===== src/rtl/exe_pipe_if.sv =====
// Handshake bundle for the execute stage: decoded instruction from DEC on the
// input side, registered result toward WB on the output side.
interface exe_pipe_if #(
  parameter int XLEN = 32,
  parameter int REGW = 4
);
  logic            in_valid;
  logic            in_ready;
  logic [XLEN-1:0] rs1_val;
  logic [XLEN-1:0] rs2_val;
  logic [XLEN-1:0] imm;
  logic [XLEN-1:0] pc_in;
  logic [1:0]      instr_type;
  logic            is_computational;
  logic            is_load;
  logic            is_store;
  logic [REGW-1:0] rs2;
  logic [REGW-1:0] rd;
  logic            needs_wb;

  logic            out_valid;
  logic            out_ready;
  logic [XLEN-1:0] exe_out;
  logic            z_flag;
  logic [XLEN-1:0] pc_out;
  logic [REGW-1:0] rd_out;
  logic            needs_wb_out;
  logic            is_load_out;
  logic            is_store_out;
  logic            busy;

  modport master (
    output in_valid, rs1_val, rs2_val, imm, pc_in, instr_type, is_computational,
           is_load, is_store, rs2, rd, needs_wb, out_ready,
    input  in_ready, out_valid, exe_out, z_flag, pc_out, rd_out, needs_wb_out,
           is_load_out, is_store_out, busy
  );

  modport slave (
    input  in_valid, rs1_val, rs2_val, imm, pc_in, instr_type, is_computational,
           is_load, is_store, rs2, rd, needs_wb, out_ready,
    output in_ready, out_valid, exe_out, z_flag, pc_out, rd_out, needs_wb_out,
           is_load_out, is_store_out, busy
  );
endinterface


===== src/rtl/exe_pipe_stage.sv =====
// Execute stage: single-cycle ALU / branch compare / pc+imm target, an iterative
// shift-add multiplier, and a 1-entry output register toward WB.
module exe_pipe_stage #(
  parameter int XLEN = 32,
  parameter int REGW = 4
) (
  input logic       clk,
  input logic       rst,
  input logic       flush,
  exe_pipe_if.slave bus
);
  localparam int         SHW    = $clog2(XLEN);
  localparam logic [3:0] OP_MUL = 4'd10;

  typedef enum logic [1:0] {
    IDLE = 2'd0,
    MUL  = 2'd1,
    DONE = 2'd2
  } state_t;

  state_t          state, state_d;
  logic [SHW-1:0]  cnt;

  logic [3:0]      op;
  logic [XLEN-1:0] op1, op2;
  logic [SHW-1:0]  shamt;
  logic [XLEN-1:0] alu_res;
  logic [XLEN-1:0] target;
  logic            cond;

  logic            drain_ok;
  logic            in_ready;
  logic            accept;
  logic            is_mul;
  logic            load_alu;
  logic            load_mul;
  logic            start_mul;

  logic [XLEN-1:0] mcand, mplier, acc;
  logic [XLEN-1:0] m_pc;
  logic [REGW-1:0] m_rd;
  logic            m_needs_wb, m_is_load, m_is_store;

  logic            out_valid_q;
  logic [XLEN-1:0] exe_out_q;
  logic            z_flag_q;
  logic [XLEN-1:0] pc_out_q;
  logic [REGW-1:0] rd_out_q;
  logic            needs_wb_q, is_load_q, is_store_q;

  // Operation field lives in a different instruction slot per format.
  always_comb begin
    // NOTE: every variable driven from an always_comb gets a default first, so
    // no path through the block leaves it unassigned and no latch is inferred.
    op = 4'd0;
    case (bus.instr_type)
      2'b00:   op = bus.imm[3:0];
      2'b01:   op = bus.rd[3:0];
      2'b10:   op = bus.rs2[3:0];
      default: op = 4'd0;
    endcase
  end

  always_comb begin
    op1     = bus.rs1_val;
    op2     = (bus.instr_type[1] || bus.is_load || bus.is_store) ? bus.imm : bus.rs2_val;
    shamt   = op2[SHW-1:0];
    target  = bus.pc_in + bus.imm;
    alu_res = '0;
    case (op)
      4'd0:    alu_res = op1 + op2;
      4'd1:    alu_res = op1 - op2;
      4'd2:    alu_res = op1 & op2;
      4'd3:    alu_res = op1 | op2;
      4'd4:    alu_res = op1 ^ op2;
      4'd5:    alu_res = op1 << shamt;
      4'd6:    alu_res = op1 >> shamt;
      4'd7:    alu_res = $signed(op1) >>> shamt;
      4'd8:    alu_res = {{(XLEN-1){1'b0}}, $signed(op1) < $signed(op2)};
      4'd9:    alu_res = {{(XLEN-1){1'b0}}, op1 < op2};
      default: alu_res = '0;  // MUL is produced by the iterative unit
    endcase
    cond = 1'b0;
    case (op)
      4'd0:    cond = (op1 == op2);
      4'd1:    cond = (op1 != op2);
      4'd2:    cond = ($signed(op1) <  $signed(op2));
      4'd3:    cond = ($signed(op1) >= $signed(op2));
      4'd4:    cond = (op1 <  op2);
      4'd5:    cond = (op1 >= op2);
      default: cond = 1'b0;
    endcase
  end

  always_comb begin
    drain_ok  = !out_valid_q || bus.out_ready;
    in_ready  = (state == IDLE) && drain_ok && !flush;
    accept    = bus.in_valid && in_ready;
    is_mul    = bus.is_computational && (op == OP_MUL);
    state_d   = state;
    load_alu  = 1'b0;
    load_mul  = 1'b0;
    start_mul = 1'b0;
    case (state)
      IDLE: begin
        if (accept) begin
          if (is_mul) begin
            state_d   = MUL;
            start_mul = 1'b1;
          end else begin
            load_alu  = 1'b1;
          end
        end
      end
      MUL: begin
        if (cnt == SHW'(XLEN - 1)) state_d = DONE;
      end
      DONE: begin
        if (drain_ok) begin
          state_d  = IDLE;
          load_mul = 1'b1;
        end
      end
      default: state_d = IDLE;
    endcase
    // Flush kills the multiplier and any pending load; reset still dominates it.
    if (flush) begin
      state_d   = IDLE;
      load_alu  = 1'b0;
      load_mul  = 1'b0;
      start_mul = 1'b0;
    end
  end

  always_ff @(posedge clk or posedge rst) begin
    if (rst) begin
      state <= IDLE;
      cnt   <= '0;
    end else begin
      // NOTE: sequential state is updated only with non-blocking assignments so
      // every flop samples pre-edge values, matching the synthesized hardware.
      state <= state_d;
      cnt   <= (state == MUL && state_d == MUL) ? cnt + 1'b1 : '0;
    end
  end

  // One multiplier bit per cycle: add the shifted multiplicand when the LSB is set.
  always_ff @(posedge clk or posedge rst) begin
    if (rst) begin
      // NOTE: the working registers are reset as well; they are few, and it keeps
      // the stage fully deterministic after an abort instead of relying on reload.
      mcand      <= '0;
      mplier     <= '0;
      acc        <= '0;
      m_pc       <= '0;
      m_rd       <= '0;
      m_needs_wb <= 1'b0;
      m_is_load  <= 1'b0;
      m_is_store <= 1'b0;
    end else if (start_mul) begin
      mcand      <= op1;
      mplier     <= op2;
      acc        <= '0;
      m_pc       <= bus.pc_in;
      m_rd       <= bus.rd;
      m_needs_wb <= bus.needs_wb;
      m_is_load  <= bus.is_load;
      m_is_store <= bus.is_store;
    end else if (state == MUL) begin
      if (mplier[0]) acc <= acc + mcand;
      mcand  <= mcand << 1;
      mplier <= mplier >> 1;
    end
  end

  // Output entry: a new load may replace a draining entry on the same edge.
  always_ff @(posedge clk or posedge rst) begin
    if (rst) begin
      out_valid_q <= 1'b0;
      exe_out_q   <= '0;
      z_flag_q    <= 1'b0;
      pc_out_q    <= '0;
      rd_out_q    <= '0;
      needs_wb_q  <= 1'b0;
      is_load_q   <= 1'b0;
      is_store_q  <= 1'b0;
    end else if (load_alu) begin
      out_valid_q <= 1'b1;
      exe_out_q   <= bus.is_computational ? alu_res : target;
      z_flag_q    <= cond;
      pc_out_q    <= bus.pc_in;
      rd_out_q    <= bus.rd;
      needs_wb_q  <= bus.needs_wb;
      is_load_q   <= bus.is_load;
      is_store_q  <= bus.is_store;
    end else if (load_mul) begin
      out_valid_q <= 1'b1;
      exe_out_q   <= acc;
      z_flag_q    <= 1'b0;
      pc_out_q    <= m_pc;
      rd_out_q    <= m_rd;
      needs_wb_q  <= m_needs_wb;
      is_load_q   <= m_is_load;
      is_store_q  <= m_is_store;
    end else if (flush || (out_valid_q && bus.out_ready)) begin
      out_valid_q <= 1'b0;
    end
  end

  assign bus.in_ready     = in_ready;
  assign bus.busy         = (state == MUL);
  assign bus.out_valid    = out_valid_q;
  assign bus.exe_out      = exe_out_q;
  assign bus.z_flag       = z_flag_q;
  assign bus.pc_out       = pc_out_q;
  assign bus.rd_out       = rd_out_q;
  assign bus.needs_wb_out = needs_wb_q;
  assign bus.is_load_out  = is_load_q;
  assign bus.is_store_out = is_store_q;
endmodule


===== src/flat_wrapper.sv =====
// flat-port wrapper written by rule: the top's interface ports become plain ports
module exe_pipe_stage_flat 
#(
  parameter int XLEN = 32,
  parameter int REGW = 4
)
  (clk, rst, flush, bus_in_valid, bus_rs1_val, bus_rs2_val, bus_imm, bus_pc_in, bus_instr_type, bus_is_computational, bus_is_load, bus_is_store, bus_rs2, bus_rd, bus_needs_wb, bus_out_ready, bus_in_ready, bus_out_valid, bus_exe_out, bus_z_flag, bus_pc_out, bus_rd_out, bus_needs_wb_out, bus_is_load_out, bus_is_store_out, bus_busy);
  exe_pipe_if #(.XLEN(XLEN), .REGW(REGW)) bus_i ();
  input logic clk;
  input logic rst;
  input logic flush;
  input wire logic [$bits(bus_i.in_valid)-1:0] bus_in_valid;
  input wire logic [$bits(bus_i.rs1_val)-1:0] bus_rs1_val;
  input wire logic [$bits(bus_i.rs2_val)-1:0] bus_rs2_val;
  input wire logic [$bits(bus_i.imm)-1:0] bus_imm;
  input wire logic [$bits(bus_i.pc_in)-1:0] bus_pc_in;
  input wire logic [$bits(bus_i.instr_type)-1:0] bus_instr_type;
  input wire logic [$bits(bus_i.is_computational)-1:0] bus_is_computational;
  input wire logic [$bits(bus_i.is_load)-1:0] bus_is_load;
  input wire logic [$bits(bus_i.is_store)-1:0] bus_is_store;
  input wire logic [$bits(bus_i.rs2)-1:0] bus_rs2;
  input wire logic [$bits(bus_i.rd)-1:0] bus_rd;
  input wire logic [$bits(bus_i.needs_wb)-1:0] bus_needs_wb;
  input wire logic [$bits(bus_i.out_ready)-1:0] bus_out_ready;
  output wire logic [$bits(bus_i.in_ready)-1:0] bus_in_ready;
  output wire logic [$bits(bus_i.out_valid)-1:0] bus_out_valid;
  output wire logic [$bits(bus_i.exe_out)-1:0] bus_exe_out;
  output wire logic [$bits(bus_i.z_flag)-1:0] bus_z_flag;
  output wire logic [$bits(bus_i.pc_out)-1:0] bus_pc_out;
  output wire logic [$bits(bus_i.rd_out)-1:0] bus_rd_out;
  output wire logic [$bits(bus_i.needs_wb_out)-1:0] bus_needs_wb_out;
  output wire logic [$bits(bus_i.is_load_out)-1:0] bus_is_load_out;
  output wire logic [$bits(bus_i.is_store_out)-1:0] bus_is_store_out;
  output wire logic [$bits(bus_i.busy)-1:0] bus_busy;
  assign bus_i.in_valid = bus_in_valid;
  assign bus_i.rs1_val = bus_rs1_val;
  assign bus_i.rs2_val = bus_rs2_val;
  assign bus_i.imm = bus_imm;
  assign bus_i.pc_in = bus_pc_in;
  assign bus_i.instr_type = bus_instr_type;
  assign bus_i.is_computational = bus_is_computational;
  assign bus_i.is_load = bus_is_load;
  assign bus_i.is_store = bus_is_store;
  assign bus_i.rs2 = bus_rs2;
  assign bus_i.rd = bus_rd;
  assign bus_i.needs_wb = bus_needs_wb;
  assign bus_i.out_ready = bus_out_ready;
  assign bus_in_ready = bus_i.in_ready;
  assign bus_out_valid = bus_i.out_valid;
  assign bus_exe_out = bus_i.exe_out;
  assign bus_z_flag = bus_i.z_flag;
  assign bus_pc_out = bus_i.pc_out;
  assign bus_rd_out = bus_i.rd_out;
  assign bus_needs_wb_out = bus_i.needs_wb_out;
  assign bus_is_load_out = bus_i.is_load_out;
  assign bus_is_store_out = bus_i.is_store_out;
  assign bus_busy = bus_i.busy;
  exe_pipe_stage #(.XLEN(XLEN), .REGW(REGW)) u_core (.clk(clk), .rst(rst), .flush(flush), .bus(bus_i));
endmodule

===== config.mk =====
export PLATFORM = sky130hd
export DESIGN_NAME = exe_pipe_stage_flat
export DESIGN_NICKNAME = d
export VERILOG_FILES = /design/src/rtl/exe_pipe_if.sv /design/src/rtl/exe_pipe_stage.sv /design/src/flat_wrapper.sv
export SDC_FILE = /design/constraint.sdc
export NUM_CORES = 1
export LEC_CHECK = 0
export BUFFER_PORTS_ARGS = -buffer_cell sky130_fd_sc_hd__buf_2
export CORE_UTILIZATION = 50
export DETAILED_ROUTE_END_ITERATION = 10
export PLACE_DENSITY = 0.72
export REMOVE_ABC_BUFFERS = 1
export SLEW_MARGIN = 30
export SYNTH_ARGS = -nofsm -noshare
export SYNTH_HDL_FRONTEND = slang
export SYNTH_SLANG_ARGS = --single-unit

===== constraint.sdc =====
create_clock -name clk -period 13.85 [get_ports clk]
set_input_delay 1.385 -clock clk [delete_from_list [all_inputs] [get_ports clk]]
set_output_delay 1.385 -clock clk [all_outputs]
set_load 0.1 [all_outputs]

==> results of run 1 <==
## final cells by class
type | count | area share
repair buffers | 273 | 0.0618
clock buffers | 35 | 0.0297
inverters | 134 | 0.0209
diodes | 3 | 0.000304
flip-flops and latches | 215 | 0.218
multi-input cells | 2375 | 0.633
well taps | 585 | 0.0296
clock inverters | 11 | 0.00744
## per-layer routing
layer / vias up / global-route usage
li1: 10900 / -
met1: 12200 / 0.608
met2: 1964 / 0.710
met3: 431 / 0.131
met4: 2 / 0.298
met5: - / 0
## report_power, final
part           switching [uW]  internal [uW]  leakage [uW]
combinational            1300            565       0.00831
clock                     310            447      0.000453
sequential                130            777       0.00265
total                    1740           1790        0.0114
## state kept, by name, summed over array words and instances (netlist names)
register                 flops
u_core.bus.is_load_out       1
u_core.mplier               32
u_core.bus.is_store_out      1
u_core.bus.out_valid         1
u_core.bus.rd_out            4
u_core.bus.exe_out          32
u_core.state                 2
u_core.m_needs_wb            1
u_core.mcand                32
u_core.bus.pc_out           32
u_core.m_is_store            1
u_core.m_rd                  4
u_core.cnt                   5
u_core.m_pc                 32
u_core.m_is_load             1
u_core.bus.needs_wb_out      1
u_core.acc                  32
u_core.bus.z_flag            1
## metrics by stage
step / setup WS, ns / cell area, sq um / power [uW]
after floorplan: 5.48 / 21400 / 2170
after global placement: 7.26 / 23700 / 2640
after detailed placement: 7.16 / 23800 / 2700
after CTS: 7.75 / 24700 / 3460
after global routing: 7.41 / 24700 / 3670
final: 7.49 / 24700 / 3530
## logic make-up after synthesis
kind of cell,Yosys count,synth area share
buf+inv,326,0.0602
flops,215,0.242
simple gates,1035,0.207
mux,178,0.0858
fa+ha+maj,160,0.0910
compound gates,932,0.286
xor+xnor,70,0.0276
## worst paths after layout
path / startpoint / to / slack, ns / cells past startpoint
max: bus_instr_type[1] / u_core.bus.z_flag$_DFFE_PP0P_ / 7.49 / 15
min: u_core.bus.pc_out[0]$_DFFE_PP0P_ / u_core.bus.pc_out[0]$_DFFE_PP0P_ / 0.47 / 2
max reg2reg: u_core.acc[1]$_DFFE_PP0P_ / u_core.acc[29]$_DFFE_PP0P_ / 9.80 / 11
min reg2reg: u_core.bus.pc_out[0]$_DFFE_PP0P_ / u_core.bus.pc_out[0]$_DFFE_PP0P_ / 0.47 / 2
max in group asynchronous: rst / u_core.bus.rd_out[1]$_DFFE_PP0P_ / 11.56 / 3
min in group asynchronous: rst / u_core.m_needs_wb$_DFFE_PP0P_ / 0.94 / 2
## critical path, cell delays in order
cell and delay [ns]:
sky130_fd_sc_hd__buf_2 0.28, sky130_fd_sc_hd__nor3_2 0.24, sky130_fd_sc_hd__buf_4 0.57, sky130_fd_sc_hd__mux2i_1 0.46, sky130_fd_sc_hd__ha_1 0.44, sky130_fd_sc_hd__or4_1 0.58, sky130_fd_sc_hd__or2_2 0.33, sky130_fd_sc_hd__nor2_1 0.34
sky130_fd_sc_hd__o31ai_1 0.24, sky130_fd_sc_hd__a211oi_1 0.62, sky130_fd_sc_hd__nor2_2 0.27, sky130_fd_sc_hd__o211ai_1 0.50, sky130_fd_sc_hd__mux2i_1 0.14, sky130_fd_sc_hd__a311oi_1 0.28, sky130_fd_sc_hd__o21ai_1 0.08
## Yosys cell counts, types with 37 or more instances
| library cell | instances |
|---|---|
| sky130_fd_sc_hd__a221o_1 | 43 |
| sky130_fd_sc_hd__ha_1 | 157 |
| sky130_fd_sc_hd__a21oi_1 | 199 |
| sky130_fd_sc_hd__nor2_1 | 243 |
| sky130_fd_sc_hd__a21o_1 | 45 |
| sky130_fd_sc_hd__dfrtp_1 | 215 |
| sky130_fd_sc_hd__o21ai_0 | 165 |
| sky130_fd_sc_hd__clkbuf_1 | 126 |
| sky130_fd_sc_hd__nand3_1 | 87 |
| sky130_fd_sc_hd__nand2_1 | 491 |
| sky130_fd_sc_hd__a211oi_1 | 37 |
| sky130_fd_sc_hd__buf_2 | 37 |
| sky130_fd_sc_hd__inv_1 | 124 |
| sky130_fd_sc_hd__nor3_1 | 51 |
| sky130_fd_sc_hd__a31oi_1 | 69 |
| sky130_fd_sc_hd__o211ai_1 | 47 |
| sky130_fd_sc_hd__xnor2_1 | 43 |
| sky130_fd_sc_hd__mux2i_1 | 151 |
| sky130_fd_sc_hd__a22oi_1 | 53 |
==> run summary, run 1 <==
After detailed routing, the wire length on met1 is 41.8 mm. The library cell used most frequently in the layout, excluding fill and tap cells, is sky130_fd_sc_hd__nand2_1. The headroom to the max-slew limit is 0.257, and the filler-free cell count of the finished design is 3631. For the residual overflow from global routing, the log shows 0. The routed layout has 25600 vias. The total routed wirelength is 110 mm, and the measured slew at the worst slew-check pin is 1.11 ns. The tools report the category of the worst setup path capture point as a flip-flop.

Entering global routing, the biggest net connects 104 pins. The portion of the post-synthesis area used by sequential elements is 0.242, and the initial standard-cell utilization of the core is 0.512. Hold is met by 0.469 ns. The vertical die dimension is 213 microns.

The most common flop cell mapped by yosys is sky130_fd_sc_hd__dfrtp_1. Detailed-route vias per instance: 7.04. The run gives 100 as the unique cell type count in the Yosys netlist.

The flow ran to the end, and the final reports show no timing, DRC or antenna violations. The multi-input combinational cells in the finished layout cover a total of 0.0156 sq mm. For the worst setup path, the data required time is 14.30 ns. For the total of max-cap violations, the log shows 0. In this run, synthesis produced a sequential element count of 215.

The final critical path time including I/O delays and setup is 6.36 ns. The cell type contributing the most total cell area after synthesis was sky130_fd_sc_hd__dfrtp_1. The width of the die is 213 microns. Setup repair after global routing left no endpoint under its margin. The buffer depth of the longest clock path was 3; the clock sink total was 215.

TritonCTS built the clock tree. The share of final-layout standard cells stronger than drive strength 1 works out to 0.136. Iteration-0 DRC count of the detailed router: 3561. The utilization after layout is 0.569, and the final cycle utilization of the critical path is 0.460. The tools report the final count of hold timing violations as 0. Layout overhead on the synthesized area: 11.2%.

The logs give 0.0453 sq mm for the overall die area and 10 for the number of optimization iterations in the first detailed-route pass. The type of origin of the critical path was a primary input. For this run, the post-layout net count is 3332. Port buffering added 221 buffers. The data arrival time of the critical path is 6.81 ns. The worst setup path is of the primary input to flip-flop kind.

The core region is 0.0435 sq mm. The clock reaches the later pin of the worst-skew pair after 0.59 ns. In this run the power density over the cells is 143 mW/mm^2. The congestion estimate from routability-driven global placement came to 1.12. The initialized floorplan defines 76 standard-cell rows.

The worst-case IR drop observed on VDD is 150 uV. Leaving out fill and tap cells, the most frequent cells in the layout are sky130_fd_sc_hd__nand2_1, sky130_fd_sc_hd__nor2_1, sky130_fd_sc_hd__buf_2. The via count of the first global-routing pass was 24500. The leakage power was 0.0114 uW. The run gives 4 as the number of antenna violations at the first check in global routing. After clock tree synthesis, the setup repair step added 0 buffers. The number of buffers created by CTS was 26.

The wire length on met3 was 13.8 mm. The average cell area after synthesis works out to 7.63 sq um. The root buffer cell chosen for the clock tree is sky130_fd_sc_hd__clkbuf_16. Setup violations remaining at the end of the flow were counted as 0. The total routing usage reported by global routing came out at 0.477. Synthesis handed over a netlist of 2916 instances. The worst clock skew was 0.0246 ns; the largest fanout of any net on the critical path was 26. The run gives 81.0 mm as the detailed placement HPWL. For the total count of max-transition violations in the final report, the log shows 0. Wire segments on met2 add up to 46.2 mm in the final route.

The area share of the largest cell type after synthesis came out at 0.242. In this run, synthesis inferred 0 flip-flops with an integrated enable. Number of hold-repair buffers added at the cts stage: 0. For the number of warnings reported in the yosys synthesis log, the log shows 0. The post-synthesis instance area is 0.0222 sq mm. The highest metal layer carrying signal wires in the routed design is met5.

Ranked by total cell area, the synthesized netlist is headed by sky130_fd_sc_hd__dfrtp_1, sky130_fd_sc_hd__ha_1, sky130_fd_sc_hd__nand2_1, sky130_fd_sc_hd__mux2i_1, sky130_fd_sc_hd__a21oi_1. The first global-routing pass estimated 159 mm of wire. The H-tree level count was 1. Once the clock tree was built, the resizer swapped 0 gates to a different size.

Maximum clock frequency: 0.157 GHz. The fraction of registers with async set or reset after synthesis is 1.00. The filler cells instantiated in the layout total 4036. The I/O pin count came out at 222. The worst hold path belongs to the class flip-flop to flip-flop. Count of unresolved DRC violations after routing: 0. The per-cell routed wire length came out at 30.2 microns. After clock tree synthesis, the clock-pin slew on the worst setup and hold paths is 0.07 ns. Counting tap cells, the placed design contains a total of 3581 instances. The count of nets left with antenna violations once routing finished came out at 0. The aggregate negative setup slack is 0 ns, and the total area of sequential cells is 0.00538 sq mm.
No activity file was read; power rests on OpenSTA's default activity.
==> run 2: changes to the inputs <==
==> constraint.sdc (replaced) <==
create_clock -name clk -period 6.34 [get_ports clk]
set_input_delay 0.634 -clock clk [delete_from_list [all_inputs] [get_ports clk]]
set_output_delay 0.634 -clock clk [all_outputs]
set_load 0.1 [all_outputs]
==> run 2 against run 1 <==
Combinational power is 120% higher. Routed wire length grew 2.6%. Via count increased by 2.1%. Critical path depth rose by 1. Utilization increased by 0.58 points. Count of clock-buffer cells in the layout fell by 6. Critical endpoint is now u_core.bus.exe_out[0]$_DFFE_PP0P_. Setup slack worse by 6.2 ns. Sequential power up 120%. Clock power is 110% higher. Register-to-register slack worse by 7.5 ns. Global-route usage rose by 1.1 points. Die area did not move.
==> run summary, run 2 (synthesis results as in run 1) <==
The category of the worst setup path capture point is a flip-flop. Initial standard-cell utilization of the core: 0.512 (unchanged). The number of routed nets with antenna violations is 0 (unchanged), and the maximum clock frequency is 0.198 GHz. TritonCTS built the clock tree. The reg-to-reg setup timing slack came out at 2.32 ns (-7.48 ns). The final cycle utilization of the critical path came out at 0.798. The iteration-0 DRC count of the detailed router came out at 3631 (+2.0%). The number of optimization iterations in the first detailed-route pass was 9 (-1); the aggregate negative setup slack was 0 ns (unchanged). The antenna diode count was 0 (-3).

The run gives 0 (unchanged) as the total of max-cap violations. Clock sink total: 215 (unchanged). For the routed length on met1, the log shows 41.1 mm (-1.6%). For the headroom to the max-slew limit, the log shows 0.319 (+0.0619). Per-cell routed wire length: 30.7 microns (+1.7%). The number of buffers created by CTS was 26 (unchanged). The count of unresolved DRC violations after routing was 0 (unchanged). The origin of the critical flop-to-flop path is u_core.acc[1]$_DFFE_PP0P_. The smallest clock period supported by the final layout is computed as 5.06 ns. Residual overflow from global routing: 0 (unchanged). The quantity of gates resized following cts came out at 0 (unchanged).

The detailed-route vias per instance works out to 7.13 (+1.2%). The worst vdd rail ir drop is 371 uV (+150%), and the total number of vias is 26100 (+2.1%). The share of final-layout standard cells stronger than drive strength 1 is 0.146 (+0.0104), and the count of final setup violators is 0 (unchanged). Type of origin of the critical path: a primary input. The type of the setup path with the least slack was primary input to flip-flop.

Leaving out fill and tap cells, the most frequent cells in the layout are sky130_fd_sc_hd__nand2_1, sky130_fd_sc_hd__nor2_1, sky130_fd_sc_hd__buf_2. The depth of the worst register-to-register path was 11 (unchanged). The tools report the final cell area excluding filler cells as 0.0250 sq mm (+1.0%).

The endpoint required time on the critical path was 6.82 ns (-7.48 ns); the first-pass GRT wire length was 163 mm (+2.1%). The leakage power is 0.0116 uW (+1.4%), and the count of standard-cell rows is 76 (unchanged). The largest fanout of any net on the critical path was 26 (unchanged).

Utilization after layout: 0.575 (+0.00579). The tools report the final count of hold timing violations as 0 (unchanged). The number of antenna violations at the first check in global routing is 5 (+1). The total routed wirelength came out at 113 mm (+2.6%).

The run gives 0.0435 sq mm (unchanged) as the core footprint. The H-tree level count is 1 (unchanged). The instance area at placement was 0.0241 sq mm (+1.1%); the number of setup buffers added after CTS was 0 (unchanged). The power per standard cell area is 310 mW/mm^2 (+120%), and the buffer depth of the longest clock path is 3 (unchanged). The final total power was 7740 uW (+120%); the worst slack on hold paths was 0.185 ns (-0.284 ns). The flow ran to the end, and the final reports show no timing, DRC or antenna violations. The weighted congestion at the end of routability-driven global placement was 1.12 (-0.13%); the vertical die dimension was 213 microns (unchanged).

For the largest net degree at the start of global routing, the log shows 96 (-7.7%). The width of the die was 213 microns (unchanged). The data arrival time of the critical path was 5.54 ns (-1.27 ns); the number of buffers inserted by port buffering was 221 (unchanged). The worst clock skew came out at 0.0280 ns (+0.00343 ns).

The measured slew at the worst slew-check pin works out to 1.02 ns (-0.0901 ns). The tools report the detailed placement HPWL as 83.9 mm (+3.6%). The tools report the wire length on met3 as 15.9 mm (+15%). For the number of hold-repair buffers added at the cts stage, the log shows 0 (unchanged). The tools report the layout net count as 3366 (+1.0%). The worst-skew pair later-pin latency is 0.60 ns (about the same), and the via count of the first global-routing pass is 24800 (+1.2%). The overall die area is 0.0453 sq mm (unchanged). The total count of max-transition violations in the final report was 0 (unchanged). The I/O pin count came out at 222 (unchanged). Routed signal wires occupy layers up through met5.

The worst hold path belongs to the class primary input to asynchronous set/reset pin. The commonest non-fill, non-tap cell in the layout is sky130_fd_sc_hd__nand2_1. The total routing usage reported by global routing is 0.488 (+0.0114), and the layout overhead on the synthesized area is 12.3%. The tools report the total length of routed met2 wires as 46.6 mm (+0.75%). Setup repair after global routing left no endpoint under its margin.

Clock root buffer master: sky130_fd_sc_hd__clkbuf_16. Fill cell total of the finished layout: 4007 (-0.72%). The endpoint identified for the worst register-to-register timing path is u_core.acc[29]$_DFFE_PP0P_.

The CTS clock-pin slew for the worst setup and hold paths came out at 0.06 ns (about the same).
## run 2: cell count changes in the layout (fill, tap and decap cells not counted), moves of 2 or more
cell | before | now
sky130_fd_sc_hd__clkinv_2 | 6 | 11
sky130_fd_sc_hd__buf_2 | 223 | 221
sky130_fd_sc_hd__clkbuf_8 | 5 | 1
sky130_fd_sc_hd__diode_2 | 3 | 0
sky130_fd_sc_hd__buf_4 | 47 | 80
sky130_fd_sc_hd__buf_12 | 1 | 3
## run 2: power breakdown
part,internal (uW),switching [uW]
Clock,920,692
Combinational,1260,2890
Sequential,1700,281
Total,3880,3870
## run 2: per-stage QoR
| step | setup WS, ns | instances |
|---|---|---|
| after CTS | 1.44 | 3662 |
| after global placement | 0.949 | 3613 |
| after floorplan | -1.63 | 2724 |
| after detailed placement | 0.842 | 3614 |
| final | 1.28 | 3664 |
| after global routing | 1.08 | 3664 |
## run 2: worst max-delay path, cell delays in order
cell and delay [ns]:
sky130_fd_sc_hd__buf_2 0.28, sky130_fd_sc_hd__nor3_2 0.24, sky130_fd_sc_hd__buf_4 0.57, sky130_fd_sc_hd__mux2i_1 0.51
sky130_fd_sc_hd__ha_1 0.44, sky130_fd_sc_hd__or3_1 0.50, sky130_fd_sc_hd__or2_2 0.32, sky130_fd_sc_hd__nor2_1 0.30
sky130_fd_sc_hd__o31ai_1 0.20, sky130_fd_sc_hd__a211oi_1 0.43, sky130_fd_sc_hd__nor2_2 0.23, sky130_fd_sc_hd__o211ai_1 0.31
sky130_fd_sc_hd__buf_4 0.20, sky130_fd_sc_hd__xnor2_1 0.07, sky130_fd_sc_hd__a31oi_1 0.19, sky130_fd_sc_hd__o21ai_1 0.08
## run 2: how the worst max path moves through the flow
stage          slack (ns)                            endpoint                              from
3_5_place_dp         0.84   u_core.bus.exe_out[0]$_DFFE_PP0P_                 bus_instr_type[1]
5_1_grt              1.08  u_core.bus.exe_out[30]$_DFFE_PP0P_                 bus_instr_type[1]
2_1_floorplan       -1.63    u_core.bus.rd_out[3]$_DFFE_PP0P_  u_core.bus.out_valid$_DFFE_PP0P_
6_report             1.28   u_core.bus.exe_out[0]$_DFFE_PP0P_                 bus_instr_type[1]
3_3_place_gp         0.95   u_core.bus.exe_out[0]$_DFFE_PP0P_                 bus_instr_type[1]
4_1_cts              1.44   u_core.bus.exe_out[0]$_DFFE_PP0P_                 bus_instr_type[1]
## run 2: layout make-up
cell class,count,area (sq um),area share
Multi-Input combinational cell,2375,15600,0.626
Sequential cell,215,5380,0.215
Timing Repair Buffer,307,1820,0.0728
Tap cell,585,732,0.0293
Clock buffer,29,662,0.0265
Inverter,134,517,0.0207
Clock inverter,19,220,0.00882
## run 2: routing by layer
metal | vias to the layer above | GRT usage
met5 | - | 0
met4 | 8 | 0.326
met3 | 503 | 0.164
met2 | 2074 | 0.719
met1 | 12500 | 0.602
li1 | 11000 | -
